<file path="config.mk">
export PLATFORM = sky130hd
export DESIGN_NAME = chk_lane_cmp
export DESIGN_NICKNAME = d
export VERILOG_FILES = /design/src/rtl/chk_pkg.sv /design/src/rtl/chk_lane_cmp.sv
export SDC_FILE = /design/constraint.sdc
export NUM_CORES = 1
export LEC_CHECK = 0
export CELL_PAD_IN_SITES_DETAIL_PLACEMENT = 1
export CELL_PAD_IN_SITES_GLOBAL_PLACEMENT = 2
export CORE_MARGIN = 2
export CORE_UTILIZATION = 10
export DETAILED_ROUTE_END_ITERATION = 8
export PLACE_DENSITY_LB_ADDON = 0.3
export SYNTH_ARGS = -nofsm -noshare
export SYNTH_HDL_FRONTEND = slang
export SYNTH_SLANG_ARGS = --single-unit
</file>
<file path="constraint.sdc">
create_clock -name vclk -period 1.3
set_clock_uncertainty 0.15 [all_clocks]
set_input_delay 0.26 -clock vclk [all_inputs]
set_output_delay 0.26 -clock vclk [all_outputs]
set_load 0.03 [all_outputs]
</file>
<file path="src/rtl/chk_pkg.sv">
// -----------------------------------------------------------------------------
// chk_pkg
// Shared definitions for the output-checkpoint checker:
//   - chk_state_e  : run-control states (IDLE / RUN / DONE)
//   - chk_entry_t  : one checkpoint table entry {cycle, exp, mask}
//   - LANE_A..D    : bit positions of each lane inside {a,b,c,d} vectors
//   - CHK_DATA_W / CHK_CYC_W : lane and cycle widths the entry struct is built
//     from; the checker's DATA_W / CYC_W parameters default to these and must
//     stay equal to them.
// -----------------------------------------------------------------------------
package chk_pkg;

  localparam int CHK_DATA_W = 8;
  localparam int CHK_CYC_W  = 16;

  typedef enum logic [1:0] {
    IDLE = 2'd0,
    RUN  = 2'd1,
    DONE = 2'd2
  } chk_state_e;

  // Lane positions inside every {a,b,c,d} vector (exp, mask, mismatch).
  localparam int LANE_A = 3;
  localparam int LANE_B = 2;
  localparam int LANE_C = 1;
  localparam int LANE_D = 0;

  typedef struct packed {
    logic [CHK_CYC_W-1:0]    cycle;  // offset from start at which to sample
    logic [3*CHK_DATA_W:0]   exp;    // expected {a,b,c,d}
    logic [3:0]              mask;   // lane enables {a,b,c,d}
  } chk_entry_t;

endpackage

</file>
<file path="src/rtl/chk_lane_cmp.sv">
// -----------------------------------------------------------------------------
// chk_lane_cmp
// Combinational masked compare of the observed lanes against an expected
// {a,b,c,d} vector.
//   exp_vec          : expected {a,b,c,d}
//   mask             : lane enables {a,b,c,d}; 0 = lane ignored
//   obs_a/b/c/d      : observed lanes
//   mism             : per-lane masked mismatch {a,b,c,d}
// -----------------------------------------------------------------------------
module chk_lane_cmp
  import chk_pkg::*;
#(
  parameter int DATA_W = CHK_DATA_W
) (
  input  logic [3*DATA_W:0] exp_vec,
  input  logic [3:0]        mask,
  input  logic [DATA_W-1:0] obs_a,
  input  logic [DATA_W-1:0] obs_b,
  input  logic [DATA_W-1:0] obs_c,
  input  logic              obs_d,
  output logic [3:0]        mism
);

  // NOTE: the whole output gets a default first so no path through the block
  // leaves a bit unassigned, which would infer a latch.
  always_comb begin
    mism         = 4'b0000;
    mism[LANE_A] = mask[LANE_A] && (obs_a != exp_vec[3*DATA_W -: DATA_W]);
    mism[LANE_B] = mask[LANE_B] && (obs_b != exp_vec[2*DATA_W -: DATA_W]);
    mism[LANE_C] = mask[LANE_C] && (obs_c != exp_vec[DATA_W   -: DATA_W]);
    mism[LANE_D] = mask[LANE_D] && (obs_d != exp_vec[0]);
  end

endmodule

</file>
==> results by group <==
Synthesis
  • Most common cell in the netlist: xor2_1
  • Most frequent cells after synthesis: 25 x xor2_1, 6 x nor4_1, 3 x a21boi_1
  • Synth cell types: 4
  • Netlist Area Pre-Place: 285 µm²
  • YS warnings: 0
  • Post-synth top area share: 76.8%
  • Synthesized area per cell: 8.15 µm²
  • Top cells by area, synth: xor2_1 77%, nor4_1 13%, a21boi_1 7.9%, and2_1 2.2%
  • Syn_nets: 89
  • Synth Instances: 35
  • Leading area contributor after synthesis: xor2_1
  • Seq/Total Area, Yosys: 0%

Pwr
  • Tot Pwr: 242 µW
  • Lkg Pwr: 0.392 nW
  • Pwr dens: 301 nW/µm²
  • Max VDD drop: 0.000110 V

Routing
  • Drt first-iter violations: 2
  • Drt drc: 0
  • WL/cell: 10.3 µm
  • Final wirelength: 1280 µm
  • Via count: 476
  • DRT antenna net count: 0
  • Vias per cell: 3.84
  • Drt pass-1 iters: 2

Worst setup path
  • CP arrival: 1.09 ns
  • CP Launch Type: input pin
  • CP Data Required Time: 0.89 ns
  • Critical path class: in -> out
  • Critical path launch point: obs_c[2]
  • Most frequent CP cell: buf_6
  • Cell with the largest stage delay on the worst path: nor4_2
  • End of the critical path: mism[1]
  • Worst setup EP type: primary output
  • Levels on crit path: 5
  • Crit path max-delay family: simple AND/OR/NAND/NOR gates
  • CP Max Fanout: 1
  • Slowest cell delay on critical path: 0.32 ns
  • CP bufs+invs: 2
  • Critical-path cell list: buf_6 > xor2_2 > nor4_2 > a21boi_2 > buf_6

Place
  • GPL Wtd Cong: 0.601
  • DPL Wire Length: 1220 µm
  • Placed Instances: 124
  • Port-buffer cells: 58

Clock network
  • # hold bufs at CTS: 0
  • Post-CTS Setup Bufs: 0

Job
  • Max-cap violation count: 0

Finish
  • Layout area overhead: 182%
  • Antenna cells: 0
  • Fraction of final layout cells sized beyond drive strength 1: 65.6%
  • # nets final: 149
  • Final sequential cell count: 0
  • Final core utilization: 29.4%
  • Reg area: 0 µm²
  • Layout Cells excl Fill: 124
  • CLK BUF: 0

Timing
  • Final Hold Viols: 0
  • Max Slew Vio Count: 0
  • Fin crit share: 115%
  • Slew at the pin closest to its max-slew limit: 0.269 ns
  • Max_slew headroom: 81.9%
  • Fin crit period: 1.50 ns
  • Fmax: 667 MHz
  • Setup TNS: -0.518 ns
  • Final worst slack: -0.199 ns
  • Setup-failing EPs final: 3
  • Hold Slack: 0.785 ns
  • RSZ-0062 raised after global routing: true

Global routing
  • Largest net degree at the start of global routing: 2
  • First-pass GRT wire length: 1990 µm
  • Number of global-route vias before repair: 518
  • GRT Overall Usage: 7.15%
  • Gr ovfl total: 0
  • Initial antenna violation count: 0

Min path
  • Worst hold path type: in -> out

Floorplan
  • Die X: 57.4 µm
  • IO Count: 58
  • Core area: 2730 µm²
  • Initial Utilization: 10.4%
  • Die ar.: 3300 µm²
  • FP Rows: 19
  • Die height: 57.4 µm

Status
  • Outcome: finished, violations left
  • Failing checks: setup timing
-- placed cells by master, fill, tap and decap left out, drive strengths merged --
master / count
clkdlybuf4s50: 3
buf: 36
xor2: 25
and2: 1
dlygate4sd2: 2
clkbuf: 12
a21boi: 3
nor4: 6
clkdlybuf4s15: 5
-- area by class of cell --
cell class | count | area (µm²)
Timing Repair Buffer | 58 | 407
Multi-Input combinational cell | 35 | 359
Fill cell | 342 | 1930
Tap cell | 31 | 38.8
-- tightest hold or removal path: cells and delay by family --
kind | cells | cell delay (ns)
XOR/XNOR | 1 | 0.05
buffers and inverters | 2 | 0.22
AND/OR/NAND/NOR | 1 | 0.15
-- through the flow --
stage | area [µm²] | worst slack [ns]
6_report | 805 | -0.199
5_1_grt | 805 | -0.251
4_1_cts | 823 | -0.232
2_1_floorplan | 297 | -0.0109
3_5_place_dp | 913 | -1.06
3_3_place_gp | 913 | -1.02
-- worst min-delay path by stage --
stage               startpoint      end  slack [ns]  cells past startpoint
floorplan              mask[1]  mism[1]        0.56                      1
global placement       mask[0]  mism[0]        1.05                      3
detailed placement     mask[0]  mism[0]        1.06                      3
CTS                    mask[0]  mism[0]        0.82                      3
global route             obs_d  mism[0]        0.81                      4
finish                   obs_d  mism[0]        0.79                      4
-- cell families (layout without fill, tap and decap cells) --
group / after synthesis / in the layout / share of synthesized area (%)
xor gates and xnor gates: 25 / 25 / 76.8
and+or+nand+nor: 7 / 7 / 15.4
AOI/OAI and AO/OA: 3 / 3 / 7.89
buffers and inverters: 0 / 58 / 0
-- routing by layer --
metal | vias up | part of all wire, % | GRT usage, %
li1 | 233 | - | -
met1 | 218 | 30 | 7.36
met2 | 25 | 59 | 15.3
met3 | 0 | 11 | 1.36
met4 | 0 | 0 | 0
met5 | - | 0 | 0
-- power by group --
| part | internal (mW) | leakage, nW | total, mW | switching, mW |
|---|---|---|---|---|
| Clock | 0 | 0 | 0 | 0 |
| Combinational | 0.143 | 0.392 | 0.242 | 0.0992 |
| Sequential | 0 | 0 | 0 | 0 |
| Total | 0.143 | 0.392 | 0.242 | 0.0992 |
-- repair_timing --
action | in CTS | in global routing
pin swaps | 35 | 20
endpoints found under the setup margin | 4 | 4
resized for setup | 171 | 25
endpoints found under the hold margin | 0 | 0
No activity file was read; power rests on OpenSTA's default activity.
==> edit (config.mk and constraints unchanged) <==
Set the package constant `CHK_DATA_W` to 6 (it was 8).
--- a/src/rtl/chk_pkg.sv
+++ b/src/rtl/chk_pkg.sv
@@ -10,7 +10,7 @@
 // -----------------------------------------------------------------------------
 package chk_pkg;
 
-  localparam int CHK_DATA_W = 8;
+  localparam int CHK_DATA_W = 6;
   localparam int CHK_CYC_W  = 16;
 
   typedef enum logic [1:0] {
Interface: changed (resized exp_vec, obs_a, obs_b and obs_c); port bits go from 58 to 46. The function was not compared with the original's and may differ.
==> edit against the original RTL <==
The flow still finishes with violations (setup timing); power decreased by 4.1%; final area decreased by 13%; highest routed layer unchanged; sequential share of layout area unchanged; non-clock buffer count decreased by 12; routed wire length decreased by 18%; largest power group unchanged; largest cell class unchanged; first-iteration DRC count decreased by 50%; worst setup slack improved by 0.079 ns; fmax increased by 5.6%; area after synthesis decreased by 24%.
==> edit: results (changes against the original RTL) <==
Compound-Gate Fraction of Synth Area: 12.1% (+4.2 points)
Placer Congestion: 0.665 (+11%)
Worst EP arrival: 1.01 ns (-0.08 ns)
Filler Cell Count: 249 (-27%)
Post-synthesis mux area share: 0% (unchanged)
Failing checks: setup timing
Adder-Cell Fraction of Synth Area: 0% (unchanged)
Worst-Margin Slew: 0.133 ns (-0.136 ns)
Commonest cells post-synth: xnor2_1, xor2_1, nand4_1, o31a_1, and2_1
Synth area leaders: xnor2_1, xor2_1, o31a_1
Seq Cell Count: 0 (unchanged)
Finish-stage setup viols: 3 (unchanged)
Vias in the first global route: 392 (-24%)
Via-to-Cell Ratio: 3.68 (-4.2%)
# Post-CTS Setup Buffers: 0 (unchanged)
Worst Hold Endpoint: mism[0]
Final nets: 116 (-22%)
Post-placement worst setup slack: -0.937 ns (+0.121 ns)
LEAKAGE: 0.000353 uW (-9.9%)
Worst setup margin: -0.120 ns (+0.0790 ns)
Most common cell in the netlist: xnor2_1
Net Count, Synth: 68 (-24%)
Antenna violations before repair: 0 (unchanged)
Maximum vdd drop: 0.000108 V (-1.8%)
CP startpoint: obs_c[4]
Largest net degree at the start of global routing: 2 (unchanged)
Post-DR wirelength/cell: 10.5 microns (+2.2%)
Layout cells sized above 1: 72.2% (+6.6 points)
Worst hold path type: primary input to primary output
Total track usage: 8.42% (+1.3 points)
Synth Warn #: 0 (unchanged)
Post-Synth XOR/XNOR Area: 76.4% (-0.32 points)
Iteration-0 DRC Markers: 1 (-1)
Port bufs: 46 (-21%)
HPWL Detailed: 952 microns (-22%)
First-pass GRT wire length: 1.74 mm (-13%)
Status: finished, violations left
Count of cell types in the netlist: 5 (+1)
==> edit: cell count changes after synthesis, sizes merged <==
cell,change
nand4,+3
xor2,-18
xnor2,+12
nor4,-6
o31a,+3
a21boi,-3
==> edit: how the worst max path moves through the flow <==
stage / end / cells past startpoint
floorplan: mism[1] / 3
global placement: mism[2] / 5
detailed placement: mism[2] / 5
CTS: mism[2] / 5
global route: mism[1] / 5
finish: mism[1] / 4
==> edit: kinds of logic (layout without fill, tap and decap cells) <==
logic type	Yosys count	count (layout)
xor gates and xnor gates	19	19
and+or+nand+nor	4	4
AOI/OAI and AO/OA	3	3
buffers and inverters	0	46
==> edit: repair_timing <==
| action | CTS | global route |
|---|---|---|
| endpoints found under the setup margin | 4 | 4 |
| pin swaps | 24 | 10 |
| resized for setup | 156 | 19 |
| hold endpoints to repair | 0 | 0 |
==> edit: per-layer routing <==
metal | wire (microns) | track usage [%] | up-vias
li1 | - | - | 182
met1 | 346 | 8.94 | 160
met2 | 578 | 17.5 | 22
met3 | 115 | 1.79 | 0
met4 | 0 | 0 | 0
met5 | 0 | 0 | -
==> edit: critical path: stages <==
cell and delay [ns]:
clkdlybuf4s15_1 0.17, xor2_1 0.14, o31a_1 0.30, buf_6 0.14
==> edit: report_power, final <==
| part | total [uW] | internal (uW) | switching, uW |
|---|---|---|---|
| Combinational | 232 | 151 | 81.5 |
| Sequential | 0 | 0 | 0 |
| Clock | 0 | 0 | 0 |
==> edit: final cells by class <==
cell class                 count  area (sq um)  share of cell area [%]
multi-input combinational     26           308                    43.9
timing repair buffer          46           359                    51.2
tap                           27          33.8                    4.82
==> edit: per-stage QoR <==
step / area, sq um / instances / power, uW / hold WS [ns] / TNS (ns)
6_report: 701 / 99 / 232 / 0.797 / -0.344
3_3_place_gp: 709 / 99 / 227 / 1.04 / -2.98
2_1_floorplan: 218 / 26 / 72.6 / 0.553 / 0
5_1_grt: 701 / 99 / 251 / 0.823 / -0.436
3_5_place_dp: 709 / 99 / 230 / 1.05 / -3.07
4_1_cts: 739 / 99 / 237 / 0.813 / -0.487
